==> src/rtl/rob_retire_pkg.sv <==
// Shared register/ROB types for the Tomasulo core: architectural and physical
// register indices, the rename mapping pair and the reorder buffer entry layout.
package rob_retire_pkg;

    localparam int REG_ADDR_LEN = 5;
    localparam int ROB_DEPTH    = 8;
    localparam int TAG_LEN      = $clog2(ROB_DEPTH);

    typedef logic [REG_ADDR_LEN-1:0] arch_reg_t;
    typedef logic [REG_ADDR_LEN-1:0] phys_idx_t;
    typedef logic [TAG_LEN-1:0]      rob_tag_t;
    typedef logic [TAG_LEN:0]        rob_cnt_t;

    typedef struct packed {
        phys_idx_t dest;
        phys_idx_t dest_old;
    } phys_reg_t;

    typedef struct packed {
        logic      valid;
        logic      ready;
        arch_reg_t arch_dest;
        phys_idx_t phys_dest;
        phys_idx_t phys_old;
    } rob_entry_t;

    // Physical register 0 is the x0/reset mapping and must never reach the free list.
    function automatic logic freesPhysReg(input rob_entry_t e);
        return (e.arch_dest != '0) && (e.phys_old != '0);
    endfunction

endpackage

==> src/rtl/rob_retire_if.sv <==
// Dispatch, completion, flush and commit signals between the renamer/CDB side
// (master) and the reorder buffer (slave).
interface rob_retire_if;
    import rob_retire_pkg::*;

    logic      dispatch_valid;
    logic      dispatch_ready;
    arch_reg_t dispatch_arch_dest;
    phys_idx_t dispatch_phys_dest;
    phys_idx_t dispatch_phys_old;
    rob_tag_t  dispatch_tag;
    logic      cdb_valid;
    rob_tag_t  cdb_tag;
    logic      flush;
    logic      commit_flag;
    phys_idx_t commit_phys_reg;
    logic      commit_valid;
    arch_reg_t commit_arch_dest;
    phys_idx_t commit_phys_dest;
    rob_cnt_t  rob_count;
    logic      rob_empty;

    modport master (
        output dispatch_valid, dispatch_arch_dest, dispatch_phys_dest, dispatch_phys_old,
        output cdb_valid, cdb_tag, flush,
        input  dispatch_ready, dispatch_tag,
        input  commit_flag, commit_phys_reg, commit_valid, commit_arch_dest, commit_phys_dest,
        input  rob_count, rob_empty
    );

    modport slave (
        input  dispatch_valid, dispatch_arch_dest, dispatch_phys_dest, dispatch_phys_old,
        input  cdb_valid, cdb_tag, flush,
        output dispatch_ready, dispatch_tag,
        output commit_flag, commit_phys_reg, commit_valid, commit_arch_dest, commit_phys_dest,
        output rob_count, rob_empty
    );

endinterface

==> src/rtl/rob_retire.sv <==
// In-order reorder buffer: allocates at tail on dispatch, marks entries ready from
// the CDB and retires at most one ready head entry per cycle with registered commit outputs.
module rob_retire
    import rob_retire_pkg::*;
(
    input logic         clk,
    input logic         reset,
    rob_retire_if.slave bus
);

    rob_entry_t entries_q [ROB_DEPTH];
    rob_entry_t entries_d [ROB_DEPTH];
    rob_tag_t   head_q, head_d;
    rob_tag_t   tail_q, tail_d;
    rob_cnt_t   count_q, count_d;

    logic       commitValid_q, commitValid_d;
    logic       commitFlag_q, commitFlag_d;
    phys_idx_t  commitPhysReg_q, commitPhysReg_d;
    arch_reg_t  commitArchDest_q, commitArchDest_d;
    phys_idx_t  commitPhysDest_q, commitPhysDest_d;

    logic       full;
    logic       dispatchFire;
    logic       retireFire;
    rob_entry_t headEntry;

    // Readiness comes from the registered count only, so a same-cycle retire never opens a slot.
    assign full         = (count_q == rob_cnt_t'(ROB_DEPTH));
    assign headEntry    = entries_q[head_q];
    assign dispatchFire = bus.dispatch_valid && !full;
    assign retireFire   = headEntry.valid && headEntry.ready;

    assign bus.dispatch_ready   = !full;
    assign bus.dispatch_tag     = tail_q;
    assign bus.rob_count        = count_q;
    assign bus.rob_empty        = (count_q == '0);
    assign bus.commit_valid     = commitValid_q;
    assign bus.commit_flag      = commitFlag_q;
    assign bus.commit_phys_reg  = commitPhysReg_q;
    assign bus.commit_arch_dest = commitArchDest_q;
    assign bus.commit_phys_dest = commitPhysDest_q;

    always_comb begin
        entries_d        = entries_q;
        head_d           = head_q + rob_tag_t'(retireFire);
        tail_d           = tail_q + rob_tag_t'(dispatchFire);
        count_d          = count_q + rob_cnt_t'(dispatchFire) - rob_cnt_t'(retireFire);
        commitValid_d    = retireFire;
        commitFlag_d     = retireFire && freesPhysReg(headEntry);
        commitPhysReg_d  = (retireFire && freesPhysReg(headEntry)) ? headEntry.phys_old : '0;
        commitArchDest_d = retireFire ? headEntry.arch_dest : '0;
        commitPhysDest_d = retireFire ? headEntry.phys_dest : '0;

        if (bus.cdb_valid && entries_q[bus.cdb_tag].valid) begin
            entries_d[bus.cdb_tag].ready = 1'b1;
        end
        if (retireFire) begin
            entries_d[head_q].valid = 1'b0;
            entries_d[head_q].ready = 1'b0;
        end
        // Tail never aliases a live entry here: full blocks dispatch, empty blocks retire.
        if (dispatchFire) begin
            entries_d[tail_q] = '{valid:     1'b1,
                                  ready:     1'b0,
                                  arch_dest: bus.dispatch_arch_dest,
                                  phys_dest: bus.dispatch_phys_dest,
                                  phys_old:  bus.dispatch_phys_old};
        end

        if (bus.flush) begin
            for (int i = 0; i < ROB_DEPTH; i++) begin
                entries_d[i] = '0;
            end
            head_d           = '0;
            tail_d           = '0;
            count_d          = '0;
            commitValid_d    = 1'b0;
            commitFlag_d     = 1'b0;
            commitPhysReg_d  = '0;
            commitArchDest_d = '0;
            commitPhysDest_d = '0;
        end
    end

    always_ff @(posedge clk) begin
        if (reset) begin
            for (int i = 0; i < ROB_DEPTH; i++) begin
                entries_q[i] <= '0;
            end
            head_q           <= '0;
            tail_q           <= '0;
            count_q          <= '0;
            commitValid_q    <= 1'b0;
            commitFlag_q     <= 1'b0;
            commitPhysReg_q  <= '0;
            commitArchDest_q <= '0;
            commitPhysDest_q <= '0;
        end else begin
            entries_q        <= entries_d;
            head_q           <= head_d;
            tail_q           <= tail_d;
            count_q          <= count_d;
            commitValid_q    <= commitValid_d;
            commitFlag_q     <= commitFlag_d;
            commitPhysReg_q  <= commitPhysReg_d;
            commitArchDest_q <= commitArchDest_d;
            commitPhysDest_q <= commitPhysDest_d;
        end
    end

endmodule

==> src/flat_wrapper.sv <==
// flat-port wrapper written by rule: the top's interface ports become plain ports
module rob_retire_flat import rob_retire_pkg::*;
  (clk, reset, bus_dispatch_valid, bus_dispatch_arch_dest, bus_dispatch_phys_dest, bus_dispatch_phys_old, bus_cdb_valid, bus_cdb_tag, bus_flush, bus_dispatch_ready, bus_dispatch_tag, bus_commit_flag, bus_commit_phys_reg, bus_commit_valid, bus_commit_arch_dest, bus_commit_phys_dest, bus_rob_count, bus_rob_empty);
  rob_retire_if bus_i ();
  input logic clk;
  input logic reset;
  input wire logic [$bits(bus_i.dispatch_valid)-1:0] bus_dispatch_valid;
  input wire logic [$bits(bus_i.dispatch_arch_dest)-1:0] bus_dispatch_arch_dest;
  input wire logic [$bits(bus_i.dispatch_phys_dest)-1:0] bus_dispatch_phys_dest;
  input wire logic [$bits(bus_i.dispatch_phys_old)-1:0] bus_dispatch_phys_old;
  input wire logic [$bits(bus_i.cdb_valid)-1:0] bus_cdb_valid;
  input wire logic [$bits(bus_i.cdb_tag)-1:0] bus_cdb_tag;
  input wire logic [$bits(bus_i.flush)-1:0] bus_flush;
  output wire logic [$bits(bus_i.dispatch_ready)-1:0] bus_dispatch_ready;
  output wire logic [$bits(bus_i.dispatch_tag)-1:0] bus_dispatch_tag;
  output wire logic [$bits(bus_i.commit_flag)-1:0] bus_commit_flag;
  output wire logic [$bits(bus_i.commit_phys_reg)-1:0] bus_commit_phys_reg;
  output wire logic [$bits(bus_i.commit_valid)-1:0] bus_commit_valid;
  output wire logic [$bits(bus_i.commit_arch_dest)-1:0] bus_commit_arch_dest;
  output wire logic [$bits(bus_i.commit_phys_dest)-1:0] bus_commit_phys_dest;
  output wire logic [$bits(bus_i.rob_count)-1:0] bus_rob_count;
  output wire logic [$bits(bus_i.rob_empty)-1:0] bus_rob_empty;
  assign bus_i.dispatch_valid = bus_dispatch_valid;
  assign bus_i.dispatch_arch_dest = bus_dispatch_arch_dest;
  assign bus_i.dispatch_phys_dest = bus_dispatch_phys_dest;
  assign bus_i.dispatch_phys_old = bus_dispatch_phys_old;
  assign bus_i.cdb_valid = bus_cdb_valid;
  assign bus_i.cdb_tag = bus_cdb_tag;
  assign bus_i.flush = bus_flush;
  assign bus_dispatch_ready = bus_i.dispatch_ready;
  assign bus_dispatch_tag = bus_i.dispatch_tag;
  assign bus_commit_flag = bus_i.commit_flag;
  assign bus_commit_phys_reg = bus_i.commit_phys_reg;
  assign bus_commit_valid = bus_i.commit_valid;
  assign bus_commit_arch_dest = bus_i.commit_arch_dest;
  assign bus_commit_phys_dest = bus_i.commit_phys_dest;
  assign bus_rob_count = bus_i.rob_count;
  assign bus_rob_empty = bus_i.rob_empty;
  rob_retire u_core (.clk(clk), .reset(reset), .bus(bus_i));
endmodule
==> config.mk <==
export PLATFORM = sky130hd
export DESIGN_NAME = rob_retire_flat
export DESIGN_NICKNAME = d
export VERILOG_FILES = /design/src/rtl/rob_retire_pkg.sv /design/src/rtl/rob_retire_if.sv /design/src/rtl/rob_retire.sv /design/src/flat_wrapper.sv
export SDC_FILE = /design/constraint.sdc
export NUM_CORES = 1
export LEC_CHECK = 0
export BUFFER_PORTS_ARGS = -buffer_cell sky130_fd_sc_hd__buf_2
export CAP_MARGIN = 10
export CELL_PAD_IN_SITES_DETAIL_PLACEMENT = 1
export CELL_PAD_IN_SITES_GLOBAL_PLACEMENT = 2
export CORE_MARGIN = 1
export CORE_UTILIZATION = 42
export CTS_CLUSTER_SIZE = 25
export DETAILED_ROUTE_END_ITERATION = 10
export PLACE_DENSITY_LB_ADDON = 0.12
export SETUP_SLACK_MARGIN = 0.5
export SYNTH_ARGS = -nofsm -noshare
export SYNTH_HDL_FRONTEND = slang
export SYNTH_SLANG_ARGS = --single-unit
export TNS_END_PERCENT = 10
==> constraint.sdc <==
create_clock -name clk -period 3.75 [get_ports clk]
set_input_delay 0.1875 -clock clk [delete_from_list [all_inputs] [get_ports clk]]
set_output_delay 0.1875 -clock clk [all_outputs]
set_load 0.05 [all_outputs]
## After elaboration in Yosys (flattened, before gate mapping)

Cells that the tools add are included.

- Add/sub/neg operators: 4
- $lt $le $gt $ge: 6
- Eq/ne operators: 1
- Mux-type cells: 21
- Bitwise logic cells: 5
- Reduce and logical (&&, ||, !) cells: 15

Operator list:

| operator | count |
|---|---|
| bitwise mux 136 bit | 4 |
| 2-to-1 mux 136 bit | 3 |
| demux 17 bit (select 3 bit) | 4 |
| binary-select mux 17 bit (select 3 bit) | 2 |
| 2-to-1 mux 17 bit | 6 |
| 2-to-1 mux 16 bit | 2 |
| >= comparator 4 bit (second input constant) | 3 |
| < comparator 4 x 1 -> 1 bit (second input constant) | 3 |
| NOT 3 -> 4 bit | 3 |
| nonzero test 5 bit | 2 |
| logical AND 1 bit | 8 |
| adder 3 x 1 -> 3 bit | 2 |
| OR reduction 3 bit | 2 |
| adder 4 x 1 -> 4 bit | 1 |
| equality test 4 bit (second input constant) | 1 |
| logical NOT 4 bit | 1 |
| subtractor 4 x 1 -> 4 bit | 1 |
| NOT 1 bit | 2 |
| OR reduction 2 bit | 1 |
| logical NOT 1 bit | 1 |

- Bits in registers: 163
- Input port bits: 23
- Output and inout port bits: 26
- Word-level logic and storage cells: 100

## Longest topological paths before layout

- Word-level depth: 12
- Mapped depth: 13
- Mapped depth without buffers: 11

## Least setup slack after synthesis

No wires, ideal clock.

- Path type: register -> register
- Start: reg u_core.count_q[2] (netlist: u_core.bus.rob_count[2])
- End: reg u_core.entries_q[85] in the netlist's numbering
- Setup time: 128 ps
- Arrival time: 2507 ps
- Data required time: 3622 ps
- Slack: 1115 ps
- Cell stages (with the launch flop): 11
- Buffers on the path: 3
- Clock period less this slack: 2635 ps
- Cell sequence: dfxtp_1 -> inv_1 -> ha_1 -> or3b_1 -> clkbuf_2 -> nand3b_2 -> nor3b_1 -> buf_2 -> buf_4 -> mux2i_1 -> nor2_1

- Word-level cells in the longest chain between the ends: 4

Ends and longest elaborated chain:

| what | line | RTL |
|---|---|---|
| start: declaration | rob_retire.sv:15 | `rob_cnt_t count_q, count_d;` |
| start signal: assignment | rob_retire.sv:103 | `count_q <= count_d;` |
| equality test 4 bit | rob_retire.sv:29 | `assign full = (count_q == rob_cnt_t'(ROB_DEPTH));` |
| logical NOT 1 bit | - |  |
| via bus_dispatch_ready | flat_wrapper.sv:14 | `output wire logic [$bits(bus_i.dispatch_ready)-1:0] bus_dispatch_ready;` |
| logical AND 1 bit | rob_retire.sv:31 | `assign dispatchFire = bus.dispatch_valid && !full;` |
| 2-to-1 mux 136 bit | rob_retire.sv:63 | `if (dispatchFire) begin` |
| end signal: assignment | rob_retire.sv:100 | `entries_q <= entries_d;` |
| end: declaration | rob_retire.sv:11 | `rob_entry_t entries_q [ROB_DEPTH];` |

The timed path passes the listed nets, and every way through them passes these cells.
A chain may end at the register's enable or synchronous reset.

## Worst setup path in the final report

- Start: reg u_core.head_q[2]
- End: reg u_core.count_q[2] (netlist: u_core.bus.rob_count[2])

- Word-level cells in the longest chain between the ends: 6

Ends and longest elaborated chain:

| what | line | RTL |
|---|---|---|
| start: declaration | rob_retire.sv:13 | `rob_tag_t head_q, head_d;` |
| start signal: assignment | rob_retire.sv:91 | `head_q <= '0;` |
| start signal: assignment | rob_retire.sv:101 | `head_q <= head_d;` |
| NOT 3 -> 4 bit (not written as such) | rob_retire.sv:30 | `assign headEntry = entries_q[head_q];` |
| binary-select mux 17 bit (select 3 bit) | rob_retire.sv:30 |  |
| 2-to-1 mux 17 bit (not written as such) (2 in series) | rob_retire.sv:30 |  |
| logical AND 1 bit | rob_retire.sv:32 | `assign retireFire = headEntry.valid && headEntry.ready;` |
| via u_core.retireFire | rob_retire.sv:25 | `logic retireFire;` |
| subtractor 4 x 1 -> 4 bit | rob_retire.sv:48 | `count_d = count_q + rob_cnt_t'(dispatchFire) - rob_cnt_t'(retireFire);` |

The timed path passes the listed nets, and every way through them passes these cells. The select of a mux whose other input is x is not followed.

==> metrics.txt <==
status=finished, final reports clean; Clk Latency, worst-skew pair=0.43 ns; period utilization=79.5%; Detailed Route WL=19.8 mm; Setup Skew=0.0138 ns; count leader, synth=dfxtp_1; switching power=0.000824 W; Residual DRC=0; Primary FF master, synth=dfxtp_1; # Max-Cap Violations=0; htree depth=4; Die X=133 µm; Die Ht=133 µm; CP max FO=21; ranking of synthesized cells by area=dfxtp_1, mux2i_1, nor2_1, mux4_2, nand2_1; Seq/Total Area, Yosys=45.2%; Internal=0.00285 W; Post-Synth XOR/XNOR Area=0.485%; dpl hpwl=12.3 mm; Post-synth EDFFs=0; cell taking the most area after synthesis=dfxtp_1; Antenna diodes=0; Leakage=3.31 nW; pin count of the biggest net entering global routing=82; final hold violation count=0; Worst Setup End Kind=flip-flop; first-pass GRT wire length=31.5 mm; Synth Net Count=754; Peak supply drop=306 µV; worst-margin pin slew=1.00 ns; post-DR wirelength/cell=20.4 µm; TNS Setup=0 ns; antenna violations before repair=0; power share of the clock group=48.0%; most flop-heavy register=u_core.entries_q; crit path time final=2.98 ns; P per Cell Area=454 nW/µm²; Post-Syn Instances=720; buffers added on ports=48; Cell variety after synth=67; Comb power frac=4.5%; CTS Buffer Depth=2; nets=770; Die Area=17700 µm²; Sw Ratio=22.4%; Vias=5335; Seq pwr share=47.5%; Finished Cell Area=8100 µm²; antenna viol nets, final=0; CTS Hold Bufs=0; hold slack=0.0676 ns; area grow syn2layout=12.1%; post-synthesis compound-gate area fraction=7.46%; sinks on the clock net=163; io pins=49; synth warn=0; Initial Util=43.3%; largest family of logic cells by synthesized area=multiplexers; CP Data Required Time=4.02 ns; DR pass1 iterations=4; multiplexer share of the synthesized area=24.4%; max reg flops=136; register area=3270 µm²; GRT Util Overall=23.5%; DRT iter0 DRCs=289; Slew headroom=33.0%; post-DR vias/cell=5.51; area of the multi-input gates=3570 µm²; CTS clk-pin slew, worst paths=0.06 ns; Yosys top cell area share=45.2%; Post-synth top cells=dfxtp_1, nor2_1, mux2i_1, nand2_1, clkbuf_1; vias in the first global route=5622; Post-Syn Area=7220 µm²; # resized after CTS=0; Slew Viols, Final=0; CTS tree=done; DP Area=7510 µm²; HP Class=input port to flip-flop; Worst Path Class, Setup=flip-flop to flip-flop; row cnt=47; post-synthesis simple-gate area fraction=14.9%; CTS Buf Count=17; share of cells above drive strength 1=18.0%; Post-CTS Setup Bufs=0; maximum clock rate=0.336 GHz; Critical Path Source Type=flip-flop; #FFs+latches synth=163; Placer Congestion=0.824; Fillers=1855; Synth Area in Adders=2.01%; grt total ovfl=0; post-synthesis async set-or-reset flop share=0%; data arrival time of the worst path=3.25 ns; synthesized area per cell=10.0 µm²; CTS root buf=clkbuf_16; RSZ-0062 raised after global routing=false; Setup violations, final=0; CORE AREA=16700 µm²
-- cell families after synthesis --
| logic type | Yosys count |
|---|---|
| xor gates and xnor gates | 4 |
| adders and majority gates | 11 |
| muxes | 148 |
| and+or+nand+nor | 234 |
| buffers and inverters | 81 |
| DFF | 163 |
| AOI/OAI and AO/OA | 79 |
-- path summary, 6_finish.rpt --
| path | from | endpoint | slack (ns) | depth (start not counted) |
|---|---|---|---|---|
| worst max register to register | u_core.head_q[2]$_SDFF_PP0_ | u_core.bus.rob_count[2]$_SDFF_PP0_ | 0.77 | 11 |
| worst max-delay path | u_core.head_q[2]$_SDFF_PP0_ | u_core.bus.rob_count[2]$_SDFF_PP0_ | 0.77 | 11 |
| worst min register to register | u_core.entries_q[35]$_SDFFE_PP0P_ | u_core.entries_q[35]$_SDFFE_PP0P_ | 0.46 | 2 |
| worst min-delay path | bus_dispatch_phys_old[1] | u_core.entries_q[35]$_SDFFE_PP0P_ | 0.07 | 3 |
-- placed cells by master (no fill, tap or decap), types with 7 or more instances in the layout --
| cell type | count |
|---|---|
| a21oi_1 | 31 |
| a31oi_1 | 7 |
| and2_1 | 8 |
| and3_1 | 7 |
| buf_2 | 48 |
| buf_4 | 14 |
| clkbuf_16 | 17 |
| dfxtp_1 | 161 |
| ha_1 | 10 |
| inv_1 | 14 |
| mux2_2 | 7 |
| mux2i_1 | 120 |
| mux4_2 | 16 |
| nand2_1 | 47 |
| nor2_1 | 123 |
| nor3_1 | 11 |
| o21ai_0 | 12 |
-- worst max-delay path, stage by stage (launching register included) --
cell	delay [ns]
dfxtp_2	0.64
inv_2	0.23
o32ai_1	0.39
a221o_2	0.24
and2_1	0.20
ha_1	0.25
inv_1	0.06
ha_1	0.17
inv_1	0.06
fa_1	0.39
xor2_1	0.15
nor2_1	0.05
-- per-stage QoR --
step / total power (W) / instances / util (%) / worst slack [ns]
after floorplan: 0.00191 / 720 / - / 1.12
after global placement: 0.00195 / 937 / 45.0 / 0.935
after detailed placement: 0.00195 / 937 / 45.0 / 0.805
after CTS: 0.00371 / 968 / 48.5 / 0.770
after global routing: 0.00380 / 968 / 48.5 / 0.620
final: 0.00368 / 968 / 48.5 / 0.769
-- power groups by stage --
| stage | logic [W] | clock network [W] | registers (W) |
|---|---|---|---|
| after global routing | 0.000180 | 0.00187 | 0.00175 |
| after floorplan | 0.000114 | 0 | 0.00179 |
| final | 0.000166 | 0.00176 | 0.00175 |
| after CTS | 0.000168 | 0.00179 | 0.00175 |
| after global placement | 0.000161 | 0 | 0.00179 |
| after detailed placement | 0.000166 | 0 | 0.00179 |
-- routing by layer --
layer	share of wire, %	global-route usage, %	up-vias
li1	-	-	2525
met1	45	29.8	2700
met2	51	40.2	93
met3	3.3	3.77	17
met4	1.2	9.03	0
met5	0	0	-
-- layout make-up --
| cell class | instances | area share [%] |
|---|---|---|
| Clock buffer | 21 | 5.56 |
| Clock inverter | 10 | 1.64 |
| Inverter | 16 | 0.742 |
| Multi-Input combinational cell | 476 | 44.1 |
| Sequential cell | 163 | 40.3 |
| Tap cell | 220 | 3.40 |
| Timing Repair Buffer | 62 | 4.27 |
Power figures use the tool's default switching activity.
